--- config.mk ---
export PLATFORM = sky130hd
export DESIGN_NAME = icache_mem_arbiter_flat
export DESIGN_NICKNAME = d
export VERILOG_FILES = /design/src/rtl/icache_mem_arbiter_if.sv /design/src/rtl/icache_mem_arbiter.sv /design/src/flat_wrapper.sv
export SDC_FILE = /design/constraint.sdc
export NUM_CORES = 1
export LEC_CHECK = 0
export CORE_UTILIZATION = 38
export DETAILED_ROUTE_END_ITERATION = 12
export GPL_TIMING_DRIVEN = 0
export PLACE_DENSITY = 0.74
export SYNTH_ARGS = -nofsm -noshare
export SYNTH_HDL_FRONTEND = slang
export SYNTH_SLANG_ARGS = --single-unit
--- constraint.sdc ---
create_clock -name clk -period 3.5 [get_ports clk]
set_clock_uncertainty 0.15 [all_clocks]
set_input_delay 0.35 -clock clk [delete_from_list [all_inputs] [get_ports clk]]
set_output_delay 0.35 -clock clk [all_outputs]
set_load 0.03 [all_outputs]
--- src/rtl/icache_mem_arbiter_if.sv ---
// Bundle of the two requester ports and the shared memory command/response port.
// The slave modport is the arbiter's view; master is the requester/memory side.
interface icache_mem_arbiter_if #(
  parameter int ADDR_W = 24
);
  logic              i_valid;
  logic              i_ready;
  logic [ADDR_W-1:0] i_addr;
  logic              i_rvalid;
  logic [31:0]       i_rdata;
  logic              i_last;

  logic              d_valid;
  logic              d_ready;
  logic [ADDR_W-1:0] d_addr;
  logic              d_we;
  logic [31:0]       d_wdata;
  logic              d_rvalid;
  logic [31:0]       d_rdata;

  logic              mem_valid;
  logic              mem_ready;
  logic [ADDR_W-1:0] mem_addr;
  logic              mem_we;
  logic [31:0]       mem_wdata;
  logic              mem_rvalid;
  logic [31:0]       mem_rdata;

  modport slave (
    input  i_valid, i_addr, d_valid, d_addr, d_we, d_wdata,
           mem_ready, mem_rvalid, mem_rdata,
    output i_ready, i_rvalid, i_rdata, i_last, d_ready, d_rvalid, d_rdata,
           mem_valid, mem_addr, mem_we, mem_wdata
  );

  modport master (
    output i_valid, i_addr, d_valid, d_addr, d_we, d_wdata,
           mem_ready, mem_rvalid, mem_rdata,
    input  i_ready, i_rvalid, i_rdata, i_last, d_ready, d_rvalid, d_rdata,
           mem_valid, mem_addr, mem_we, mem_wdata
  );
endinterface

--- src/rtl/icache_mem_arbiter.sv ---
// Round-robin arbiter sharing one memory port between an I-cache line refill
// requester (port 0, bursts) and a data requester (port 1, single words).
module icache_mem_arbiter #(
  parameter int BURST_LOG = 2,
  parameter int ADDR_W    = 24
) (
  input  logic                 clk,
  input  logic                 rst,
  icache_mem_arbiter_if.slave  bus,
  output logic                 proto_error
);

  localparam int DATA_W = 32;
  localparam int CNT_W  = BURST_LOG + 1;
  localparam logic [CNT_W-1:0] LAST_IDX = CNT_W'((1 << BURST_LOG) - 1);

  typedef enum logic [2:0] {IDLE, ISSUE0, WAIT0, ISSUE1, WAIT1} state_t;

  state_t             state;
  logic [CNT_W-1:0]   issue_cnt;
  logic [CNT_W-1:0]   resp_cnt;
  logic               prio0;
  logic               grant0;
  logic               grant1;
  logic               port0_busy;
  logic               rsp_ok;
  logic               rsp_unexp;
  logic [ADDR_W-1:0]  line_base;
  logic               unused_addr_bits;

  assign grant0 = (state == IDLE) && bus.i_valid && (!bus.d_valid || prio0);
  assign grant1 = (state == IDLE) && bus.d_valid && (!bus.i_valid || !prio0);

  // Ready is a same-cycle handshake; gating with rst keeps it low while held in reset.
  assign bus.i_ready = rst & grant0;
  assign bus.d_ready = rst & grant1;

  assign port0_busy = (state == ISSUE0) || (state == WAIT0);
  assign rsp_ok     = bus.mem_rvalid && (state != IDLE) && (resp_cnt != issue_cnt);
  assign rsp_unexp  = bus.mem_rvalid && !rsp_ok;
  assign line_base  = {bus.i_addr[ADDR_W-1:BURST_LOG+2], {(BURST_LOG+2){1'b0}}};
  assign unused_addr_bits = ^{bus.i_addr[BURST_LOG+1:0], bus.d_addr[1:0]};

  always_ff @(posedge clk or negedge rst) begin
    if (!rst) begin
      state         <= IDLE;
      issue_cnt     <= '0;
      resp_cnt      <= '0;
      prio0         <= 1'b1;
      proto_error   <= 1'b0;
      bus.i_rvalid  <= 1'b0;
      bus.i_last    <= 1'b0;
      bus.d_rvalid  <= 1'b0;
      bus.mem_valid <= 1'b0;
      bus.mem_we    <= 1'b0;
      bus.mem_addr  <= '0;
      bus.mem_wdata <= '0;
    end else begin
      bus.i_rvalid <= 1'b0;
      bus.i_last   <= 1'b0;
      bus.d_rvalid <= 1'b0;
      if (rsp_unexp) proto_error <= 1'b1;

      case (state)
        IDLE: begin
          if (grant0) begin
            prio0         <= 1'b0;
            issue_cnt     <= '0;
            resp_cnt      <= '0;
            bus.mem_valid <= 1'b1;
            bus.mem_we    <= 1'b0;
            bus.mem_addr  <= line_base;
            state         <= ISSUE0;
          end else if (grant1) begin
            prio0         <= 1'b1;
            issue_cnt     <= '0;
            resp_cnt      <= '0;
            bus.mem_valid <= 1'b1;
            bus.mem_we    <= bus.d_we;
            bus.mem_addr  <= {bus.d_addr[ADDR_W-1:2], 2'b00};
            bus.mem_wdata <= bus.d_wdata;
            state         <= ISSUE1;
          end
        end
        ISSUE0: begin
          if (bus.mem_ready) begin
            issue_cnt <= issue_cnt + 1'b1;
            if (issue_cnt == LAST_IDX) begin
              bus.mem_valid <= 1'b0;
              state         <= WAIT0;
            end else begin
              bus.mem_addr <= bus.mem_addr + ADDR_W'(4);
            end
          end
        end
        ISSUE1: begin
          if (bus.mem_ready) begin
            issue_cnt     <= CNT_W'(1);
            bus.mem_valid <= 1'b0;
            state         <= WAIT1;
          end
        end
        default: ;
      endcase

      // Response routing; the final response of a transaction returns us to IDLE.
      if (rsp_ok) begin
        if (port0_busy) begin
          resp_cnt     <= resp_cnt + 1'b1;
          bus.i_rvalid <= 1'b1;
          bus.i_last   <= (resp_cnt == LAST_IDX);
          if (resp_cnt == LAST_IDX) state <= IDLE;
        end else begin
          resp_cnt     <= resp_cnt + 1'b1;
          bus.d_rvalid <= 1'b1;
          state        <= IDLE;
        end
      end
    end
  end

  // Response data path: registered alongside the rvalid flags, no reset needed.
  always_ff @(posedge clk) begin
    if (rsp_ok && port0_busy)  bus.i_rdata <= bus.mem_rdata[DATA_W-1:0];
    if (rsp_ok && !port0_busy) bus.d_rdata <= bus.mem_rdata[DATA_W-1:0];
  end

endmodule

--- src/flat_wrapper.sv ---
// flat-port wrapper written by rule: the top's interface ports become plain ports
module icache_mem_arbiter_flat 
#(
  parameter int BURST_LOG = 2,
  parameter int ADDR_W    = 24
)
  (clk, rst, proto_error, bus_i_valid, bus_i_addr, bus_d_valid, bus_d_addr, bus_d_we, bus_d_wdata, bus_mem_ready, bus_mem_rvalid, bus_mem_rdata, bus_i_ready, bus_i_rvalid, bus_i_rdata, bus_i_last, bus_d_ready, bus_d_rvalid, bus_d_rdata, bus_mem_valid, bus_mem_addr, bus_mem_we, bus_mem_wdata);
  icache_mem_arbiter_if #(.ADDR_W(ADDR_W)) bus_i ();
  input  logic clk;
  input  logic rst;
  output logic proto_error;
  input wire logic [$bits(bus_i.i_valid)-1:0] bus_i_valid;
  input wire logic [$bits(bus_i.i_addr)-1:0] bus_i_addr;
  input wire logic [$bits(bus_i.d_valid)-1:0] bus_d_valid;
  input wire logic [$bits(bus_i.d_addr)-1:0] bus_d_addr;
  input wire logic [$bits(bus_i.d_we)-1:0] bus_d_we;
  input wire logic [$bits(bus_i.d_wdata)-1:0] bus_d_wdata;
  input wire logic [$bits(bus_i.mem_ready)-1:0] bus_mem_ready;
  input wire logic [$bits(bus_i.mem_rvalid)-1:0] bus_mem_rvalid;
  input wire logic [$bits(bus_i.mem_rdata)-1:0] bus_mem_rdata;
  output wire logic [$bits(bus_i.i_ready)-1:0] bus_i_ready;
  output wire logic [$bits(bus_i.i_rvalid)-1:0] bus_i_rvalid;
  output wire logic [$bits(bus_i.i_rdata)-1:0] bus_i_rdata;
  output wire logic [$bits(bus_i.i_last)-1:0] bus_i_last;
  output wire logic [$bits(bus_i.d_ready)-1:0] bus_d_ready;
  output wire logic [$bits(bus_i.d_rvalid)-1:0] bus_d_rvalid;
  output wire logic [$bits(bus_i.d_rdata)-1:0] bus_d_rdata;
  output wire logic [$bits(bus_i.mem_valid)-1:0] bus_mem_valid;
  output wire logic [$bits(bus_i.mem_addr)-1:0] bus_mem_addr;
  output wire logic [$bits(bus_i.mem_we)-1:0] bus_mem_we;
  output wire logic [$bits(bus_i.mem_wdata)-1:0] bus_mem_wdata;
  assign bus_i.i_valid = bus_i_valid;
  assign bus_i.i_addr = bus_i_addr;
  assign bus_i.d_valid = bus_d_valid;
  assign bus_i.d_addr = bus_d_addr;
  assign bus_i.d_we = bus_d_we;
  assign bus_i.d_wdata = bus_d_wdata;
  assign bus_i.mem_ready = bus_mem_ready;
  assign bus_i.mem_rvalid = bus_mem_rvalid;
  assign bus_i.mem_rdata = bus_mem_rdata;
  assign bus_i_ready = bus_i.i_ready;
  assign bus_i_rvalid = bus_i.i_rvalid;
  assign bus_i_rdata = bus_i.i_rdata;
  assign bus_i_last = bus_i.i_last;
  assign bus_d_ready = bus_i.d_ready;
  assign bus_d_rvalid = bus_i.d_rvalid;
  assign bus_d_rdata = bus_i.d_rdata;
  assign bus_mem_valid = bus_i.mem_valid;
  assign bus_mem_addr = bus_i.mem_addr;
  assign bus_mem_we = bus_i.mem_we;
  assign bus_mem_wdata = bus_i.mem_wdata;
  icache_mem_arbiter #(.BURST_LOG(BURST_LOG), .ADDR_W(ADDR_W)) u_core (.clk(clk), .rst(rst), .bus(bus_i), .proto_error(proto_error));
endmodule
==> metrics.txt, run 1 <==
# TYPE chip_impl_metric gauge
chip_impl_metric{name="initial_core_util",unit="%"} 39.51
chip_impl_metric{name="hold_viol",unit=""} 0
chip_impl_metric{name="drc_errors",unit=""} 0
chip_impl_metric{name="antenna_cells",unit=""} 0
chip_impl_metric{name="detail_route.wirelength.met1",unit="mm"} 6.336
chip_impl_info{name="synth.cells.most_frequent",value="126 x sky130_fd_sc_hd__nand2_1, 69 x sky130_fd_sc_hd__dfrtp_1, 64 x sky130_fd_sc_hd__edfxtp_1"} 1
chip_impl_metric{name="insertion_delay",unit="ns"} 0.41
chip_impl_metric{name="wire_per_inst",unit="um"} 16.55
chip_impl_metric{name="place_ws",unit="ns"} 0.6366
chip_impl_metric{name="cts_repair_resize_count",unit=""} 0
chip_impl_metric{name="slew_violations",unit=""} 0
chip_impl_info{name="timing.hold.worst.class",value="in2async"} 1
chip_impl_metric{name="area_delta_synth_final",unit="%"} 58.12
chip_impl_metric{name="cts.path.max_buffers",unit=""} 2
chip_impl_metric{name="placeableCoreArea",unit="um2"} 14040
chip_impl_metric{name="die_h",unit="um"} 122.8
chip_impl_metric{name="synth_cells",unit=""} 487
chip_impl_metric{name="synth.cell_area",unit="um2"} 5548
chip_impl_metric{name="first_global_vias",unit=""} 4704
chip_impl_metric{name="drt_pre_antenna_iters",unit=""} 4
chip_impl_metric{name="synthArstFlopShare",unit="%"} 52.24
chip_impl_metric{name="clkSlewWorstSetupHoldPaths",unit="ns"} 0.06
chip_impl_metric{name="grt_start_max_net_pins",unit=""} 68
chip_impl_metric{name="final_cells",unit=""} 941
chip_impl_metric{name="dr_wl_met2",unit="mm"} 7.447
chip_impl_info{name="topRoutingLayerUsed",value="met4"} 1
chip_impl_metric{name="finalWirelength",unit="mm"} 15.57
chip_impl_metric{name="place_congestion",unit=""} 0.8782
chip_impl_metric{name="die-area",unit="um2"} 15090
chip_impl_metric{name="clock_sink_count",unit=""} 134
chip_impl_metric{name="critPathArrivalTime",unit="ns"} 2.74
chip_impl_metric{name="multi_input_comb_area",unit="um2"} 1735
chip_impl_metric{name="seqCellArea",unit="um2"} 3675
chip_impl_metric{name="critPathMaxFanout",unit=""} 9
chip_impl_info{name="worst_r2r_startpoint",value="u_core.state[0]"} 1
chip_impl_info{name="crit_path_end_kind",value="output port"} 1
chip_impl_metric{name="dp.cells",unit=""} 908
chip_impl_metric{name="clock.fmax",unit="MHz"} 308.5
chip_impl_metric{name="numPortBuffers",unit=""} 238
chip_impl_metric{name="stdcell_area",unit="um2"} 8772
chip_impl_metric{name="final_nets",unit=""} 872
chip_impl_metric{name="finalSetupTns",unit="ns"} 0
chip_impl_metric{name="placed_area",unit="um2"} 8230
chip_impl_metric{name="cts_buffers",unit=""} 17
chip_impl_metric{name="timing_worst_slew_pin_value",unit="ns"} 0.9427
chip_impl_metric{name="final_setup_vio_count",unit=""} 0
chip_impl_metric{name="layout-drive-gt1-share",unit="%"} 7.490
chip_impl_metric{name="cellPowerDensity",unit="nW/um2"} 954.2
chip_impl_metric{name="flip_flop_and_latch_count_after_synthesis",unit=""} 134
chip_impl_info{name="synth_most_common_cell",value="sky130_fd_sc_hd__nand2_1"} 1
chip_impl_info{name="critPathLaunch",value="u_core.state[2]"} 1
chip_impl_metric{name="timing.reg2reg.setup_slack",unit="ns"} 0.76
chip_impl_info{name="yosys_most_used_dff",value="sky130_fd_sc_hd__dfrtp_1"} 1
chip_impl_info{name="ys_top_cells_by_area",value="sky130_fd_sc_hd__edfxtp_1 35%, sky130_fd_sc_hd__dfrtp_1 31%, sky130_fd_sc_hd__nand2_1 8.5%"} 1
chip_impl_metric{name="detailed_place_hpwl",unit="mm"} 11.31
chip_impl_info{name="rsz0062_at_grt",value="no"} 1
chip_impl_metric{name="final.period_utilization",unit="%"} 92.62
chip_impl_metric{name="antenna_found_initial",unit=""} 0
chip_impl_info{name="cts_root_buffer",value="sky130_fd_sc_hd__clkbuf_16"} 1
chip_impl_metric{name="irDropWorstVdd",unit="mV"} 0.4046
chip_impl_metric{name="die_width",unit="um"} 122.8
chip_impl_metric{name="timing.slew.headroom",unit="%"} 37.01
chip_impl_metric{name="grt_pass1_wl",unit="mm"} 23.68
chip_impl_metric{name="fraction_of_post_synthesis_cell_area_in_the_top_cell_type_by_area",unit="%"} 34.64
chip_impl_metric{name="seq_area_frac_synth",unit="%"} 66.24
chip_impl_metric{name="syn_avg_cell_area",unit="um2"} 11.39
chip_impl_metric{name="dr.first_iter.drc_count",unit=""} 328
chip_impl_info{name="cts_tree",value="built"} 1
chip_impl_metric{name="avgViaCountPerCell",unit=""} 5.146
chip_impl_metric{name="p_leak",unit="nW"} 3.518
chip_impl_metric{name="design.portCount",unit=""} 247
chip_impl_metric{name="globalRouteOverflowTotal",unit=""} 0
chip_impl_metric{name="cts-htree-levels",unit=""} 4
chip_impl_metric{name="max_cap_viol_count",unit=""} 0
chip_impl_metric{name="yosysWarnings",unit=""} 0
chip_impl_metric{name="ant_nets",unit=""} 0
chip_impl_metric{name="timing.critical_path.required",unit="ns"} 3.00
chip_impl_metric{name="period_needed",unit="ns"} 3.242
chip_impl_metric{name="grt_util_all_layers",unit="%"} 20.92
chip_impl_info{name="timing.rr.end",value="u_core.bus.i_rdata[25]"} 1
chip_impl_metric{name="fillers",unit=""} 1117
chip_impl_metric{name="number_of_synthesized_flops_with_an_enable_pin",unit=""} 64
chip_impl_metric{name="fp-row-count",unit=""} 43
chip_impl_metric{name="final_core_utilization",unit="%"} 62.47
chip_impl_metric{name="ys_types",unit=""} 61
chip_impl_metric{name="post-route-worst-setup-slack",unit="ns"} 0.2584
chip_impl_metric{name="detailroute.wirelength.met3",unit="mm"} 1.535
chip_impl_metric{name="dr_total_vias",unit=""} 4842
chip_impl_info{name="status",value="completed"} 1
chip_impl_info{name="worst-setup-path-type",value="reg2out"} 1
chip_impl_info{name="critical_path.startpoint_type",value="flop"} 1
chip_impl_metric{name="cts_setup_buffers",unit=""} 0
chip_impl_metric{name="worst_r2r_path_depth",unit=""} 5
chip_impl_info{name="synthDominantAreaCellType",value="sky130_fd_sc_hd__edfxtp_1"} 1
[cell type report]
type                            count  area share (%)
Multi-Input combinational cell    318           19.78
Timing Repair Buffer              241           27.87
Clock inverter                     14           1.170
Sequential cell                   134           41.89
Buffer                             27           1.441
Tap cell                          180           2.567
Inverter                            9          0.3851
Clock buffer                       18           4.892
[metal layers]
metal  vias up  global-route usage (%)
met1      2280                   26.10
li1       2251                       -
met4         0                   8.155
met2       284                   33.95
met3        27                   6.320
met5         -                       0
[worst max-delay path by stage]
stage	endpoint	slack, ns	depth (start not counted)
floorplan	u_core.bus.d_rdata[0]	0.23	5
global placement	bus_d_ready	-1.27	3
detailed placement	u_core.bus.i_rdata[20]	0.64	5
CTS	bus_d_ready	0.22	6
global route	bus_d_ready	0.1	6
finish	bus_d_ready	0.26	6
[flip-flops by register name, indices dropped and copies added (netlist names)]
signal,flops
u_core.prio0,1
u_core.bus.i_rvalid,1
u_core.bus.d_rvalid,1
u_core.bus.i_rdata,32
u_core.state,3
u_core.proto_error,1
u_core.resp_cnt,3
u_core.bus.mem_addr,22
u_core.bus.i_last,1
u_core.issue_cnt,3
u_core.bus.mem_valid,1
u_core.bus.d_rdata,32
u_core.bus.mem_wdata,32
u_core.bus.mem_we,1
[logic make-up (layout without fill, tap and decap cells)]
| group | after synthesis | in the layout | share of synthesized area, % |
|---|---|---|---|
| AO/OA/AOI/OAI | 80 | 80 | 9.901 |
| XOR/XNOR | 4 | 4 | 0.6316 |
| adder cells (fa/ha/maj) | 5 | 5 | 1.128 |
| buffers and inverters | 36 | 309 | 2.887 |
| flip-flops | 134 | 134 | 66.24 |
| multiplexers | 12 | 12 | 2.255 |
| other | 1 | 2 | 0.06759 |
| AND/OR/NAND/NOR | 215 | 215 | 16.89 |
[power breakdown]
part           total (mW)  switching [mW]  internal, mW
Combinational        4.08            2.49          1.59
Clock                1.58           0.677         0.907
Sequential           2.71           0.367          2.34
[critical path: stages (launching register included)]
cell                              delay (ns)
sky130_fd_sc_hd__dfrtp_1                0.36
sky130_fd_sc_hd__buf_2                  0.17
sky130_fd_sc_hd__nor3_2                 0.39
sky130_fd_sc_hd__and3_1                 0.22
sky130_fd_sc_hd__clkbuf_1               0.33
sky130_fd_sc_hd__and2_1                 0.18
sky130_fd_sc_hd__clkdlybuf4s50_1        0.68
[layout by cell type (no fill, tap or decap), drive strengths merged, types with 2 or more instances in the layout]
cell type / n
a221oi: 3
a21oi: 19
and3: 6
buf: 18
dfrtp: 69
nor2: 26
a22o: 2
nand2: 126
edfxtp: 64
and2: 4
and4: 2
nor3: 17
ha: 5
clkinvlp: 2
o32ai: 2
mux2i: 8
clkinv: 9
clkdlybuf4s50: 237
nand4: 4
nor3b: 2
mux2: 4
xnor2: 3
inv: 12
conb: 2
nand3: 19
o22a: 3
o22ai: 3
or3: 2
a311oi: 2
clkbuf: 30
a211oi: 3
o21ai: 21
a31oi: 2
nand2b: 3
a21o: 2
[stage by stage]
stage	hold WS, ns	power, mW
final	0.1339	8.370
after global routing	0.1352	8.803
after CTS	0.1201	8.399
after detailed placement	0.02462	6.789
after global placement	0.3054	6.650
after floorplan	-0.09559	5.050
[what timing repair did]
item                       CTS  global route
hold buffers                 1             0
hold endpoints to repair    69             0
setup endpoints to repair    0             0
(Power assumes the default switching activity.)
==> run 2: changes to the inputs <==
- CAP_MARGIN: not set -> 10
- CTS_BUF_LIST: not set -> sky130_fd_sc_hd__clkbuf_4 sky130_fd_sc_hd__clkbuf_8 sky130_fd_sc_hd__clkbuf_16
==> run 2 against run 1 <==
Against the previous run:
- non-clock buffer count did not move
- total power barely moved
- final cell count is the same
- sequential share of layout area is essentially flat
- count of clock-buffer cells in the layout stayed put
- wire length decreased by 0.11%
- final area barely moved
- combinational power is essentially flat
- worst setup slack better by 0.013 ns
- highest routed layer unchanged
==> metrics.txt, run 2 (synthesis results as in run 1) <==
# TYPE chip_impl_metric gauge
chip_impl_metric{name="hold_viol",unit=""} 0
chip_impl_metric{name="cts.path.max_buffers",unit=""} 2
chip_impl_metric{name="grt_pass1_wl",unit="mm"} 23.70
chip_impl_metric{name="max_cap_viol_count",unit=""} 0
chip_impl_metric{name="wire_per_inst",unit="um"} 16.53
chip_impl_info{name="status",value="completed"} 1
chip_impl_metric{name="drt_pre_antenna_iters",unit=""} 5
chip_impl_metric{name="dr.first_iter.drc_count",unit=""} 302
chip_impl_metric{name="timing.slew.headroom",unit="%"} 36.94
chip_impl_metric{name="layout-drive-gt1-share",unit="%"} 7.622
chip_impl_metric{name="die_width",unit="um"} 122.8
chip_impl_metric{name="critPathMaxFanout",unit=""} 9
chip_impl_metric{name="initial_core_util",unit="%"} 39.51
chip_impl_metric{name="first_global_vias",unit=""} 4704
chip_impl_metric{name="insertion_delay",unit="ns"} 0.41
chip_impl_metric{name="final_setup_vio_count",unit=""} 0
chip_impl_metric{name="cts-htree-levels",unit=""} 4
chip_impl_metric{name="finalWirelength",unit="mm"} 15.55
chip_impl_metric{name="design.portCount",unit=""} 247
chip_impl_metric{name="post-route-worst-setup-slack",unit="ns"} 0.2716
chip_impl_metric{name="final.period_utilization",unit="%"} 92.24
chip_impl_metric{name="slew_violations",unit=""} 0
chip_impl_info{name="cts_root_buffer",value="sky130_fd_sc_hd__clkbuf_16"} 1
chip_impl_metric{name="drc_errors",unit=""} 0
chip_impl_info{name="timing.hold.worst.class",value="in2async"} 1
chip_impl_metric{name="ant_nets",unit=""} 0
chip_impl_metric{name="placeableCoreArea",unit="um2"} 14040
chip_impl_metric{name="area_delta_synth_final",unit="%"} 58.19
chip_impl_metric{name="cellPowerDensity",unit="nW/um2"} 953.8
chip_impl_metric{name="timing.critical_path.required",unit="ns"} 3.00
chip_impl_metric{name="critPathArrivalTime",unit="ns"} 2.73
chip_impl_metric{name="numPortBuffers",unit=""} 238
chip_impl_metric{name="die_h",unit="um"} 122.8
chip_impl_metric{name="dr_total_vias",unit=""} 4826
chip_impl_metric{name="avgViaCountPerCell",unit=""} 5.129
chip_impl_metric{name="p_leak",unit="nW"} 3.522
chip_impl_info{name="cts_tree",value="built"} 1
chip_impl_metric{name="grt_util_all_layers",unit="%"} 20.93
chip_impl_info{name="crit_path_end_kind",value="output port"} 1
chip_impl_info{name="critical_path.startpoint_type",value="flop"} 1
chip_impl_metric{name="clkSlewWorstSetupHoldPaths",unit="ns"} 0.06
chip_impl_metric{name="clock_sink_count",unit=""} 134
chip_impl_metric{name="antenna_cells",unit=""} 0
chip_impl_metric{name="timing_worst_slew_pin_value",unit="ns"} 0.9437
chip_impl_metric{name="clock.fmax",unit="MHz"} 309.8
chip_impl_info{name="layout_common_cells",value="237 x sky130_fd_sc_hd__clkdlybuf4s50_1, 126 x sky130_fd_sc_hd__nand2_1, 69 x sky130_fd_sc_hd__dfrtp_1"} 1
chip_impl_info{name="mostFrequentLayoutCell",value="sky130_fd_sc_hd__clkdlybuf4s50_1"} 1
chip_impl_metric{name="fp-row-count",unit=""} 43
chip_impl_metric{name="irDropWorstVdd",unit="mV"} 0.4051
chip_impl_metric{name="hold_slack",unit="ns"} 0.1347
chip_impl_metric{name="final_nets",unit=""} 872
chip_impl_metric{name="antenna_found_initial",unit=""} 0
chip_impl_metric{name="grt_start_max_net_pins",unit=""} 68
chip_impl_metric{name="place_congestion",unit=""} 0.8782
chip_impl_info{name="biggestRegsByFlops",value="u_core.bus.d_rdata (32), u_core.bus.i_rdata (32), u_core.bus.mem_wdata (32)"} 1
chip_impl_metric{name="cts_repair_resize_count",unit=""} 0
chip_impl_metric{name="cts_buffers",unit=""} 17
chip_impl_metric{name="detailed_place_hpwl",unit="mm"} 11.31
chip_impl_metric{name="die-area",unit="um2"} 15090
chip_impl_metric{name="globalRouteOverflowTotal",unit=""} 0
chip_impl_info{name="rsz0062_at_grt",value="no"} 1
chip_impl_metric{name="place_ws",unit="ns"} 0.6366
chip_impl_info{name="worst-setup-path-type",value="reg2out"} 1
chip_impl_metric{name="period_needed",unit="ns"} 3.228
==> run 2: critical path: stages (launching register included) <==
cell,delay [ns]
sky130_fd_sc_hd__dfrtp_1,0.36
sky130_fd_sc_hd__buf_2,0.17
sky130_fd_sc_hd__nor3_2,0.39
sky130_fd_sc_hd__and3_1,0.22
sky130_fd_sc_hd__clkbuf_1,0.32
sky130_fd_sc_hd__and2_1,0.18
sky130_fd_sc_hd__clkdlybuf4s50_1,0.68
==> run 2: worst paths after layout <==
path / startpoint / endpoint / slack [ns] / cells past startpoint
worst min register to register: u_core.prio0 / u_core.prio0 / 0.32 / 2
worst max register to register: u_core.state[0] / u_core.bus.i_rdata[6] / 0.77 / 5
min in group clk: u_core.prio0 / u_core.prio0 / 0.32 / 2
worst min-delay path: rst / u_core.bus.mem_addr[13] / 0.13 / 2
max in group asynchronous: rst / u_core.prio0 / 2.45 / 3
worst max-delay path: u_core.state[2] / bus_d_ready / 0.27 / 6
==> run 2: repair_timing <==
| item | in CTS | in global routing |
|---|---|---|
| setup buffers | 0 | 0 |
| hold buffers | 1 | 0 |
| hold endpoints to repair | 69 | 0 |
==> run 2: area by class of cell <==
type	count	area [um2]
Timing Repair Buffer	241	2445
Clock inverter	14	102.6
Clock buffer	18	432.9
Tap cell	180	225.2
Sequential cell	134	3675
Inverter	9	33.78
Fill cell	1115	5266
Buffer	27	126.4
Multi-Input combinational cell	318	1735
==> run 2: layer usage <==
layer	GRT usage, %	vias to the layer above	part of all wire [%]
met5	0	-	0
met4	8.155	0	1.5
met3	6.320	23	9.9
met2	33.95	285	47
met1	26.13	2266	41
li1	-	2252	-
==> run 2: through the flow <==
stage	power (mW)	util (%)	std cells	setup TNS [ns]	cell area (um2)
finish	8.371	62.50	941	0	8776
global route	8.812	62.50	941	0	8776
CTS	8.407	62.50	941	0	8776
detailed placement	6.789	58.61	908	0	8230
global placement	6.650	58.10	906	-94.99	8159
floorplan	5.050	-	488	0	5552
==> run 2: report_power, final <==
group | switching, mW | total (mW) | internal (mW)
Combinational | 2.49 | 4.08 | 1.59
Clock | 0.670 | 1.58 | 0.915
Sequential | 0.369 | 2.71 | 2.34
Total | 3.53 | 8.37 | 4.84
==> run 3: changes to the inputs <==
- PLACE_DENSITY: 0.74 -> 0.76
==> run 3 against run 2 <==
Against the previous run:
- utilization up 0.46 points
- fmax up 1.3%
- final area up 0.74%
- register-to-register slack better by 0.03 ns
- critical path depth unchanged
- global-route usage down 0.26 points
- via count up 0.10%
- die area unchanged
- worst hold slack worse by 0.0084 ns
- critical path type unchanged
- largest cell class unchanged
- highest routed layer unchanged
==> metrics.txt, run 3 (synthesis results as in run 1) <==
# TYPE chip_impl_metric gauge
chip_impl_info{name="status",value="completed"} 1
chip_impl_metric{name="dr.first_iter.drc_count",unit=""} 344
chip_impl_metric{name="insertion_delay",unit="ns"} 0.41
chip_impl_metric{name="slew_violations",unit=""} 0
chip_impl_metric{name="cts.path.max_buffers",unit=""} 2
chip_impl_metric{name="comb_power_share",unit="%"} 47.2
chip_impl_metric{name="fp-row-count",unit=""} 43
chip_impl_metric{name="place_ws",unit="ns"} 0.6686
chip_impl_metric{name="initial_core_util",unit="%"} 39.51
chip_impl_metric{name="cts_setup_buffers",unit=""} 0
chip_impl_metric{name="irDropWorstVdd",unit="mV"} 0.5445
chip_impl_metric{name="timing_worst_slew_pin_value",unit="ns"} 0.8881
chip_impl_metric{name="final_nets",unit=""} 872
chip_impl_metric{name="critPathMaxFanout",unit=""} 9
chip_impl_metric{name="antenna_found_initial",unit=""} 0
chip_impl_metric{name="internal-power",unit="mW"} 4.996
chip_impl_info{name="layout_common_cells",value="237 x sky130_fd_sc_hd__clkdlybuf4s50_1, 126 x sky130_fd_sc_hd__nand2_1, 69 x sky130_fd_sc_hd__dfrtp_1"} 1
chip_impl_info{name="critical_path.startpoint_type",value="flop"} 1
chip_impl_metric{name="timing.slew.headroom",unit="%"} 40.65
chip_impl_metric{name="switchingPower",unit="mW"} 3.575
chip_impl_info{name="crit_path_end_kind",value="output port"} 1
chip_impl_metric{name="first_global_vias",unit=""} 4688
chip_impl_metric{name="timing.reg2reg.setup_slack",unit="ns"} 0.80
chip_impl_metric{name="layout-drive-gt1-share",unit="%"} 7.884
chip_impl_metric{name="seqCellArea",unit="um2"} 3675
chip_impl_metric{name="total_power",unit="mW"} 8.571
chip_impl_metric{name="design.portCount",unit=""} 247
chip_impl_info{name="worst_r2r_startpoint",value="u_core.state[0]"} 1
chip_impl_metric{name="ant_nets",unit=""} 0
chip_impl_metric{name="detailed_place_hpwl",unit="mm"} 11.37
chip_impl_metric{name="p_leak",unit="nW"} 3.549
chip_impl_info{name="rsz0062_at_grt",value="no"} 1
chip_impl_metric{name="dp.cells",unit=""} 908
chip_impl_metric{name="finalWirelength",unit="mm"} 15.45
chip_impl_metric{name="avgViaCountPerCell",unit=""} 5.134
chip_impl_metric{name="netSwitchingFraction",unit="%"} 41.71
chip_impl_metric{name="max_cap_viol_count",unit=""} 0
chip_impl_metric{name="power.sequential.fraction",unit="%"} 31.6
chip_impl_metric{name="wire_per_inst",unit="um"} 16.42
chip_impl_info{name="timing.hold.worst.class",value="in2async"} 1
chip_impl_metric{name="globalRouteOverflowTotal",unit=""} 0
chip_impl_metric{name="stdcell_area",unit="um2"} 8841
chip_impl_metric{name="hold_slack",unit="ns"} 0.1263
chip_impl_info{name="timing.rr.end",value="u_core.bus.i_rdata[24]"} 1
chip_impl_metric{name="cts-htree-levels",unit=""} 4
chip_impl_metric{name="final_core_utilization",unit="%"} 62.96
chip_impl_metric{name="numPortBuffers",unit=""} 238
chip_impl_metric{name="antenna_cells",unit=""} 0
chip_impl_info{name="cts_root_buffer",value="sky130_fd_sc_hd__clkbuf_16"} 1
chip_impl_metric{name="grt_start_max_net_pins",unit=""} 69
chip_impl_metric{name="place_congestion",unit=""} 0.8768
chip_impl_metric{name="finalSetupTns",unit="ns"} 0
chip_impl_metric{name="die-area",unit="um2"} 15090
chip_impl_metric{name="die_width",unit="um"} 122.8
chip_impl_info{name="cts_tree",value="built"} 1
chip_impl_info{name="worst-setup-path-type",value="reg2out"} 1
chip_impl_metric{name="multi_input_comb_area",unit="um2"} 1735
chip_impl_metric{name="grt_util_all_layers",unit="%"} 20.67
chip_impl_metric{name="timing.critical_path.required",unit="ns"} 3.00
chip_impl_metric{name="die_h",unit="um"} 122.8
chip_impl_metric{name="drt_pre_antenna_iters",unit=""} 5
chip_impl_metric{name="grt_pass1_wl",unit="mm"} 23.83
chip_impl_metric{name="clkSlewWorstSetupHoldPaths",unit="ns"} 0.07
chip_impl_metric{name="final.period_utilization",unit="%"} 91.04
chip_impl_metric{name="worst_r2r_path_depth",unit=""} 5
chip_impl_metric{name="final_setup_vio_count",unit=""} 0
chip_impl_metric{name="clock_sink_count",unit=""} 134
chip_impl_metric{name="period_needed",unit="ns"} 3.186
chip_impl_metric{name="cellPowerDensity",unit="nW/um2"} 969.5
chip_impl_metric{name="cts_repair_resize_count",unit=""} 0
chip_impl_metric{name="critPathArrivalTime",unit="ns"} 2.69
chip_impl_metric{name="fillers",unit=""} 1075
chip_impl_metric{name="placed_area",unit="um2"} 8223
chip_impl_metric{name="placeableCoreArea",unit="um2"} 14040
chip_impl_metric{name="hold_viol",unit=""} 0
chip_impl_metric{name="share_clk_of_total_power",unit="%"} 21.2
chip_impl_metric{name="dr_total_vias",unit=""} 4831
chip_impl_metric{name="final_cells",unit=""} 941
chip_impl_info{name="mostFrequentLayoutCell",value="sky130_fd_sc_hd__clkdlybuf4s50_1"} 1
chip_impl_metric{name="clock.fmax",unit="MHz"} 313.8
chip_impl_metric{name="area_delta_synth_final",unit="%"} 59.36
chip_impl_info{name="biggestRegsByFlops",value="u_core.bus.d_rdata (32), u_core.bus.i_rdata (32), u_core.bus.mem_wdata (32)"} 1
chip_impl_metric{name="drc_errors",unit=""} 0
chip_impl_metric{name="cts_buffers",unit=""} 17
chip_impl_metric{name="post-route-worst-setup-slack",unit="ns"} 0.3135
run 3: changes by cell type in the layout (fill, tap and decap cells not counted):
cell                         change
sky130_fd_sc_hd__inv_8           +5
sky130_fd_sc_hd__buf_12          +1
sky130_fd_sc_hd__buf_16          -1
sky130_fd_sc_hd__bufinv_16       +2
sky130_fd_sc_hd__clkinv_4        -4
sky130_fd_sc_hd__clkinv_2        -2
sky130_fd_sc_hd__inv_6           +1
sky130_fd_sc_hd__clkinvlp_4      +1
sky130_fd_sc_hd__clkinv_1        -2
sky130_fd_sc_hd__clkbuf_4        -1
run 3: worst max-delay path, cell delays in order, from the launching register on:
cell,delay [ns]
sky130_fd_sc_hd__dfrtp_1,0.35
sky130_fd_sc_hd__buf_2,0.17
sky130_fd_sc_hd__nor3_2,0.38
sky130_fd_sc_hd__and3_1,0.22
sky130_fd_sc_hd__clkbuf_1,0.31
sky130_fd_sc_hd__and2_1,0.18
sky130_fd_sc_hd__clkdlybuf4s50_1,0.68
run 3: worst max path at each step:
stage / startpoint / endpoint / slack (ns)
after floorplan: u_core.state[2] / u_core.bus.d_rdata[0] / 0.23
after global placement: rst / bus_d_ready / -1.28
after detailed placement: bus_mem_rvalid / u_core.bus.i_rdata[22] / 0.67
after CTS: u_core.state[2] / bus_d_ready / 0.26
after global routing: u_core.state[2] / bus_d_ready / 0.20
final: u_core.state[2] / bus_d_ready / 0.31
run 3: layout make-up:
class	instances	share of cell area (%)
multi-input combinational	318	19.63
clock buffer	17	4.812
sequential	134	41.57
buffer	27	1.429
inverter	9	0.3821
timing repair buffer	241	27.57
clock inverter	15	2.066
tap	180	2.547
run 3: per-layer routing:
layer | share of wire (%) | GRT usage [%]
met4 | 1.4 | 8.079
met3 | 8.3 | 4.693
met1 | 42 | 26.80
met5 | 0 | 0
met2 | 48 | 33.57
run 3: power groups by stage:
| stage | clock network, mW | logic (mW) | registers [mW] |
|---|---|---|---|
| final | 1.82 | 4.05 | 2.71 |
| after global placement | 0 | 3.92 | 2.73 |
| after global routing | 1.91 | 4.34 | 2.78 |
| after detailed placement | 0 | 4.05 | 2.73 |
| after CTS | 1.84 | 4.06 | 2.70 |
| after floorplan | 0 | 1.29 | 3.76 |
run 3: timing repair:
item                                    4_1_cts  5_1_grt
endpoints found under the setup margin        0        0
hold buffers                                  1        0
endpoints found under the hold margin        69        0
